File: src/rtl/is_uart_rx_tx_bridge.sv
// UART stream bridge: filters errored rx characters, buffers clean bytes in a FIFO
// and hands them back to the TX side, optionally holding them until a full line is in.
module is_uart_rx_tx_bridge #(
  parameter int         DEPTH     = 16,
  parameter bit         LINE_MODE = 1'b0,
  parameter logic [7:0] TERM_CHAR = 8'h0D
) (
  input  logic                     clk_i,
  input  logic                     rst_i,
  input  logic                     rx_data_en_i,
  input  logic [9:0]               rx_data_t_i,
  input  logic                     tx_rdy_r_i,
  output logic                     tx_rdy_t_o,
  output logic [7:0]               tx_data_r_o,
  output logic [$clog2(DEPTH):0]   level_o,
  output logic                     overflow_o,
  output logic [7:0]               err_cnt_o
);

  localparam int AW = $clog2(DEPTH);
  localparam int PW = AW + 1;

  typedef enum logic [1:0] {IDLE, FETCH, PRESENT} state_e;

  state_e        state_q, state_d;
  logic [PW-1:0] wr_ptr_q, rd_ptr_q, line_cnt_q, line_cnt_d;
  logic [7:0]    mem_q [DEPTH];
  logic [7:0]    mem_rd_q, tx_data_q;
  logic [7:0]    err_cnt_q;
  logic          overflow_q;

  logic empty, full, gate, rx_bad, rx_clean, rx_wr, rd_issue, capture;
  logic line_inc, line_dec;

  assign empty    = (wr_ptr_q == rd_ptr_q);
  assign full     = (wr_ptr_q[AW] != rd_ptr_q[AW]) && (wr_ptr_q[AW-1:0] == rd_ptr_q[AW-1:0]);
  assign rx_bad   = rx_data_en_i && (rx_data_t_i[9:8] != 2'b00);
  assign rx_clean = rx_data_en_i && (rx_data_t_i[9:8] == 2'b00);
  assign rx_wr    = rx_clean && !full;

  // In line mode a full FIFO with no complete line forces release so it cannot deadlock.
  assign gate = LINE_MODE ? ((line_cnt_q != '0) || full) : !empty;

  assign line_inc = LINE_MODE && rx_wr && (rx_data_t_i[7:0] == TERM_CHAR);
  assign line_dec = LINE_MODE && capture && (mem_rd_q == TERM_CHAR);

  always_comb begin
    line_cnt_d = line_cnt_q;
    if (line_inc && !line_dec)      line_cnt_d = line_cnt_q + 1'b1;
    else if (line_dec && !line_inc) line_cnt_d = line_cnt_q - 1'b1;
  end

  // NOTE: every signal gets a default before the case so no path can infer a latch.
  always_comb begin
    state_d  = state_q;
    rd_issue = 1'b0;
    capture  = 1'b0;
    unique case (state_q)
      IDLE: begin
        if (gate) begin
          rd_issue = 1'b1;
          state_d  = FETCH;
        end
      end
      FETCH: begin
        capture = 1'b1;
        state_d = PRESENT;
      end
      PRESENT: begin
        if (tx_rdy_r_i) begin
          if (gate) begin
            rd_issue = 1'b1;
            state_d  = FETCH;
          end else begin
            state_d  = IDLE;
          end
        end
      end
      default: state_d = IDLE;
    endcase
  end

  // NOTE: sequential state uses non-blocking assignments so all registers update together.
  always_ff @(posedge clk_i or posedge rst_i) begin
    if (rst_i) begin
      state_q    <= IDLE;
      wr_ptr_q   <= '0;
      rd_ptr_q   <= '0;
      line_cnt_q <= '0;
      tx_data_q  <= 8'h00;
      err_cnt_q  <= 8'h00;
      overflow_q <= 1'b0;
    end else begin
      state_q    <= state_d;
      line_cnt_q <= line_cnt_d;
      if (rx_wr)    wr_ptr_q  <= wr_ptr_q + 1'b1;
      if (rd_issue) rd_ptr_q  <= rd_ptr_q + 1'b1;
      if (capture)  tx_data_q <= mem_rd_q;
      if (rx_bad && (err_cnt_q != 8'hFF)) err_cnt_q <= err_cnt_q + 1'b1;
      if (rx_clean && full) overflow_q <= 1'b1;
    end
  end

  // NOTE: storage is left unreset; pointers define validity, and no reset keeps it RAM-mappable.
  always_ff @(posedge clk_i) begin
    if (rx_wr)    mem_q[wr_ptr_q[AW-1:0]] <= rx_data_t_i[7:0];
    if (rd_issue) mem_rd_q <= mem_q[rd_ptr_q[AW-1:0]];
  end

  assign tx_rdy_t_o  = (state_q == PRESENT);
  assign tx_data_r_o = tx_data_q;
  assign level_o     = wr_ptr_q - rd_ptr_q;
  assign overflow_o  = overflow_q;
  assign err_cnt_o   = err_cnt_q;

endmodule

File: config.mk
export PLATFORM = sky130hd
export DESIGN_NAME = is_uart_rx_tx_bridge
export DESIGN_NICKNAME = d
export VERILOG_FILES = /design/src/rtl/is_uart_rx_tx_bridge.sv
export SDC_FILE = /design/constraint.sdc
export NUM_CORES = 1
export LEC_CHECK = 0
export ABC_AREA = 1
export CORE_MARGIN = 10
export CORE_UTILIZATION = 34
export DETAILED_ROUTE_END_ITERATION = 8
export DONT_BUFFER_PORTS = 1
export PLACE_DENSITY_LB_ADDON = 0.08
export SYNTH_ARGS = -nofsm -noshare
export SYNTH_HDL_FRONTEND = slang
export SYNTH_SLANG_ARGS = --single-unit
File: constraint.sdc
create_clock -name clk_i -period 3.6 [get_ports clk_i]
set_clock_uncertainty 0.1 [all_clocks]
set_input_delay 0.54 -clock clk_i [delete_from_list [all_inputs] [get_ports clk_i]]
set_output_delay 0.54 -clock clk_i [all_outputs]
set_load 0.03 [all_outputs]
* Word level (Yosys, flattened, before mapping)
Memory sizes are Yosys's and may differ from the RTL's. A register that Yosys moved wholly into a read port is not among the register bits.
Index checks and enable logic that the tools add are counted.
** Storage, ports and cells
- Register bits :: 29
- Bits in writable memories :: 128
- Input port bits :: 14
- Output and inout bits :: 23
- Logic and storage cells :: 40
- Memories kept :: 1
** Memory list
- mem_q :: depth 16, bits a word 8, rd ports 1, clocked after memory_dff 1, write ports 1, RTL line 27 : logic [7:0] mem_q [DEPTH];
** Operators by class
- Add/sub/neg operators :: 4
- Equal/unequal tests :: 8
- Mux-type cells :: 10
- Reduce and logical (&&, ||, !) cells :: 11
** Operators by type and width (count)
- adder 5 x 1 -> 5 bit, second input constant :: 2
- adder 8 x 1 -> 8 bit, second input constant :: 1
- != test 8 bit, second input constant :: 1
- logical AND 1 bit :: 6
- 2-to-1 mux 1 bit :: 6
- case mux 2 bit (3 select lines) :: 1
- equality test 5 bit :: 1
- subtractor 5 bit :: 1
- equality test 4 bit :: 1
- logical NOT 2 bit :: 2
- 2-to-1 mux 2 bit :: 2
- != test 2 bit, second input constant :: 2
- equality test 2 x 1 -> 1 bit, second input constant :: 1
- equality test 2 bit, second input constant :: 1
- case mux 1 bit (2 select lines) :: 1
- AND reduction 2 bit :: 1
- nonzero test 2 bit :: 1
- logical NOT 1 bit :: 1
- != test 1 bit :: 1

* Depth between registers and ports, before layout
- Word-level depth :: 6
- Mapped depth :: 11
- Depth with buffers taken out :: 9

* Worst setup path after synthesis
OpenSTA, ideal clock, no wires.
- Kind :: reg-to-reg
- Start point :: reg rd_ptr_q[1]
- End point :: mem mem_q[4][0] (enable)
- Library setup time :: 0.383 ns
- Data arrival time :: 2.152 ns
- Required time :: 3.117 ns
- Setup slack :: 0.964 ns
- Cell stages (with the launch flop) :: 11
- Buffers on the path :: 3
- Period minus slack after synthesis :: 2.636 ns
- Path through :: dfrtp_1 > buf_2 > inv_1 > buf_2 > ha_1 > nand2_1 > nor2_1 > nand2_2 > nand2_4 > buf_4 > nor3_1
** Between the ends
- Longest elaborated chain between the ends :: 6
** RTL lines
- from (decl) :: RTL line 26 : logic [PW-1:0] wr_ptr_q, rd_ptr_q, line_cnt_q, line_cnt_d;
- from (signal assigned) :: RTL line 97 : if (rd_issue) rd_ptr_q <= rd_ptr_q + 1'b1;
- equality test 4 bit :: RTL line 36 : assign full = (wr_ptr_q[AW] != rd_ptr_q[AW]) && (wr_ptr_q[AW-1:0] == rd_ptr_q[AW-1:0]);
- logical AND 1 bit :: RTL line 36
- logical NOT 1 bit :: RTL line 39 : assign rx_wr = rx_clean && !full;
- logical AND 1 bit :: RTL line 39
- 2-to-1 mux 1 bit :: RTL line 106 : if (rx_wr) mem_q[wr_ptr_q[AW-1:0]] <= rx_data_t_i[7:0];
- 2-to-1 mux 1 bit (implied by the code) :: RTL line 106
- to (decl) :: RTL line 27
No other way between the ends.

* Worst setup path in the final report
- Start point :: reg rd_ptr_q[2]
- End point :: out level_o[4]
** Between the ends
- Longest elaborated chain between the ends :: 1
** RTL lines
- subtractor 5 bit :: RTL line 112 : assign level_o = wr_ptr_q - rd_ptr_q;
- to (decl) :: RTL line 15 : output logic [$clog2(DEPTH):0] level_o,
No other way between the ends.

==> results <==
- The area overhead of the layout relative to synthesis is 11.87%.
- The clock sink count is 165.
- The row count is 54.
- Synthesis produced a netlist with a net count of 780.
- The die width is 168.4 µm.
- The leakage power is 3.684 nW.
- Once the floorplan was initialized, standard cells occupied 34.40% of the core.
- The kind of cell adding the most delay to the critical path is flip-flops.
- The count of buffer and inverter cells on the critical path is 1.
- The critical path class is reg2out.
- Max-cap violations in this run came to 0.
- In the routed design, unresolved DRC markers number 0.
- In this run the tightest slew margin relative to its limit is 23.75%.
- The die covers 28,340 µm².
- Clock tree synthesis selected as its root buffer the cell clkbuf_16.
- Using the TritonRoute via totals, the vias-per-cell ratio works out to 4.598.
- For this design the ratio of total power to cell area is 802.7 nW/µm².
- The arrival time at the worst endpoint is 2.72 ns.
- The flow ran to the end, and the final reports show no timing, DRC or antenna violations.
- The routability congestion estimate from global placement is 0.8487.
- Setup repair after global routing could not meet its margin everywhere.
- The total CTS buffers is 17.
- The clock passes through at most 2 buffers.
- Detailed placement finished with a half-perimeter wire length of 12,420 µm.
- The number of antenna violations at the first check in global routing is 0.
- The tightest min-delay check is of the in2reg type.
- The final global-route overflow total is 0.
- The highest ir drop seen on vdd is 0.0003935 V.
- The post-route core utilization is 38.48%.
- The count of nets left with antenna violations once routing finished came out at 0.
- 37 I/O pins were placed.
- The number of DRC violations after detailed-routing iteration 0 is 312.
- The number of nets in the finished design is 781.
- In the final routed layout, each cell accounts on average for 17.50 µm.
- Yosys printed 0 warnings.
- The via count is 4,823.
- The kind of end point of the critical path is an output port.
- The proportion of synthesized chip area in sequential cells is 64.27%.
- In the final layout, the share of cells above drive strength 1 is 6.762%.
- The main combinational cell family by area after synthesis is simple AND/OR/NAND/NOR gates.
- The count of input and output buffers is 0.
- The number of detailed-routing iterations run before antenna repair is 5.
- The adder-cell share of the synthesized area is 1.939%.
- The maximum single-stage delay on the critical path is 0.62 ns.
- A synthesized cell averages 9.912 µm².
- In this run the worst path has a maximum fanout of 14.
- The worst path uses 93.36% of the clock period.
- For the worst setup path, the data required time is 2.96 ns.
- The share of the synthesized area in compound gates (AO/OA/AOI/OAI) is 0.7189%.
- The later pin in the worst-skew pair is clocked with a latency of 0.43 ns.
- The repair_antennas step left the layout with diodes totalling 0.
- After Yosys synthesis, and, or, nand and nor cells account for 20.93% of the synthesized area.
- The number of global-route vias before repair is 4,737.
- The total negative slack for setup checks is 0 ns.
- Derived from the worst setup path, the maximum achievable clock frequency is 297.5 MHz.
- Summing the areas of all xor and xnor instances in the mapped netlist gives 1.756% of the synthesized area.
- At the pin with the least slew margin, the transition time is 1.144 ns.
- Entering global routing, the biggest net connects 67 pins.
- The core area is 21,760 µm².
- Hold timing on the final database bottoms out at a slack of 0.1017 ns.
- The CTS H-tree depth is 4.
- The kind of launch point of the worst setup path is a flop.
- The slowest stage of the critical path belongs to the cell dfrtp_1.
- The count of final max-slew check failures is 0.
- The number of flip-flops and latches in the synthesized netlist is 165.
- After clock tree synthesis, the clock-pin slew on the worst setup and hold paths is 0.07 ns.
- The height of the chip is 168.4 µm.
- The combined global-route utilization of all metal layers is 13.22%.
- The final layout contains routed wiring with a total length of 18,360 µm.
- Summing every instance area after synthesis gives 7483 µm².
- Counting distinct cell types in the post-synthesis netlist gives 25.
- The TritonCTS clock tree is yes.
- The first global-routing pass estimated 28,250 µm of wire.
- The mux contribution to synthesized area is 1.204%.
- The number of endpoints with negative hold slack in the final report is 0.
- Synthesis produced 755 cells.
- The total setup violations reported at the end of the flow is 0.
- Walking the worst path, the cells encountered are clkinv_1 -> ha_1 -> nand2_1 -> o21ai_0 -> xor2_1.
- The time the worst path needs with I/O delays and setup is 3.361 ns.
cell type report:
type	instances	area [µm²]
Inverter	148	555.5
Clock buffer	21	450.4
Timing Repair Buffer	8	62.56
Clock inverter	11	150.1
Tap cell	280	350.3
Fill cell	2146	13380
Sequential cell	165	4811
Multi-Input combinational cell	416	1992
final timing paths:
check                      depth (start not counted)  slack (ns)            from        endpoint
max                                                5        0.24     rd_ptr_q[2]      level_o[4]
min                                                0        0.10  rx_data_t_i[3]    mem_q[10][3]
max reg2reg                                        7        0.31     rd_ptr_q[2]     mem_q[3][5]
min reg2reg                                        1        0.38     mem_rd_q[1]  tx_data_r_o[1]
max in group asynchronous                          3        2.21           rst_i     rd_ptr_q[0]
min in group asynchronous                          2        0.52           rst_i    err_cnt_o[5]
layout by cell type (no fill, tap or decap), types with 2 or more instances in the layout:
cell type / n
ha_1: 10
nand2_2: 3
nand3b_1: 3
edfxtp_1: 136
clkbuf_1: 3
inv_6: 3
clkbuf_16: 17
xnor2_1: 6
a21oi_1: 3
nand3_1: 87
clkinv_4: 2
nand2_1: 250
o21ai_0: 6
clkinv_1: 3
buf_4: 7
mux2_2: 8
bufinv_16: 3
nor2_1: 10
dfrtp_1: 28
inv_1: 145
xor2_1: 9
nor3_1: 15
cells by family after synthesis:
family	Yosys count
adders and majority gates	11
AOI/OAI and AO/OA	10
and+or+nand+nor	372
xor gates and xnor gates	15
buffers and inverters	174
muxes	8
DFF	165
state kept, by name, indices dropped and copies added (netlist names):
name         cells
wr_ptr_q         5
err_cnt_o        8
mem_rd_q         8
mem_q          128
tx_data_r_o      8
overflow_o       1
rd_ptr_q         5
state_q          2
Yosys cell counts, drive strengths merged:
library cell	instances	share of area, %
a21oi	3	0.20
a31o	1	0.12
buf	20	1.5
clkbuf	6	0.30
clkinv	2	0.10
dfrtp	29	9.7
edfxtp	136	55
fa	1	0.27
ha	10	1.7
inv	146	7.3
mux2	8	1.2
nand2	254	13
nand3	87	5.8
nand3b	3	0.30
nand4	1	0.084
nor2	10	0.50
nor3	17	1.3
o21ai	6	0.40
xnor2	6	0.70
xor2	9	1.1
power breakdown:
| part | leakage, nW | total, W | internal [W] | switching [W] |
|---|---|---|---|---|
| clock network | 0.290 | 0.00187 | 0.00112 | 0.000755 |
| logic | 1.80 | 0.00219 | 0.000642 | 0.00155 |
| registers | 1.59 | 0.00266 | 0.00233 | 0.000329 |
timing repair:
item / CTS / global route
resized for setup: 0 / 1
buffers inserted: 0 / 0
setup endpoints to repair: 0 / 25
hold endpoints to repair: 13 / 0
hold buffers: 1 / 0
through the flow:
stage               power [W]  worst slack [ns]  std cells  area (µm²)
floorplan            0.004274            0.9643        755        7483
CTS                  0.006784            0.2324       1049        8367
global placement     0.004899            0.4315       1016        7756
finish               0.006720            0.2389       1049        8372
detailed placement   0.004907            0.2596       1016        7756
global route         0.007150          -0.02210       1049        8372
per-layer routing:
layer	routed length [µm]	GRT usage (%)	up-vias
met3	893	3.539	24
met2	8287	19.79	121
met4	361	4.807	0
met5	0	0	-
li1	-	-	2391
met1	8818	17.94	2287
Power figures use the tool's default switching activity.
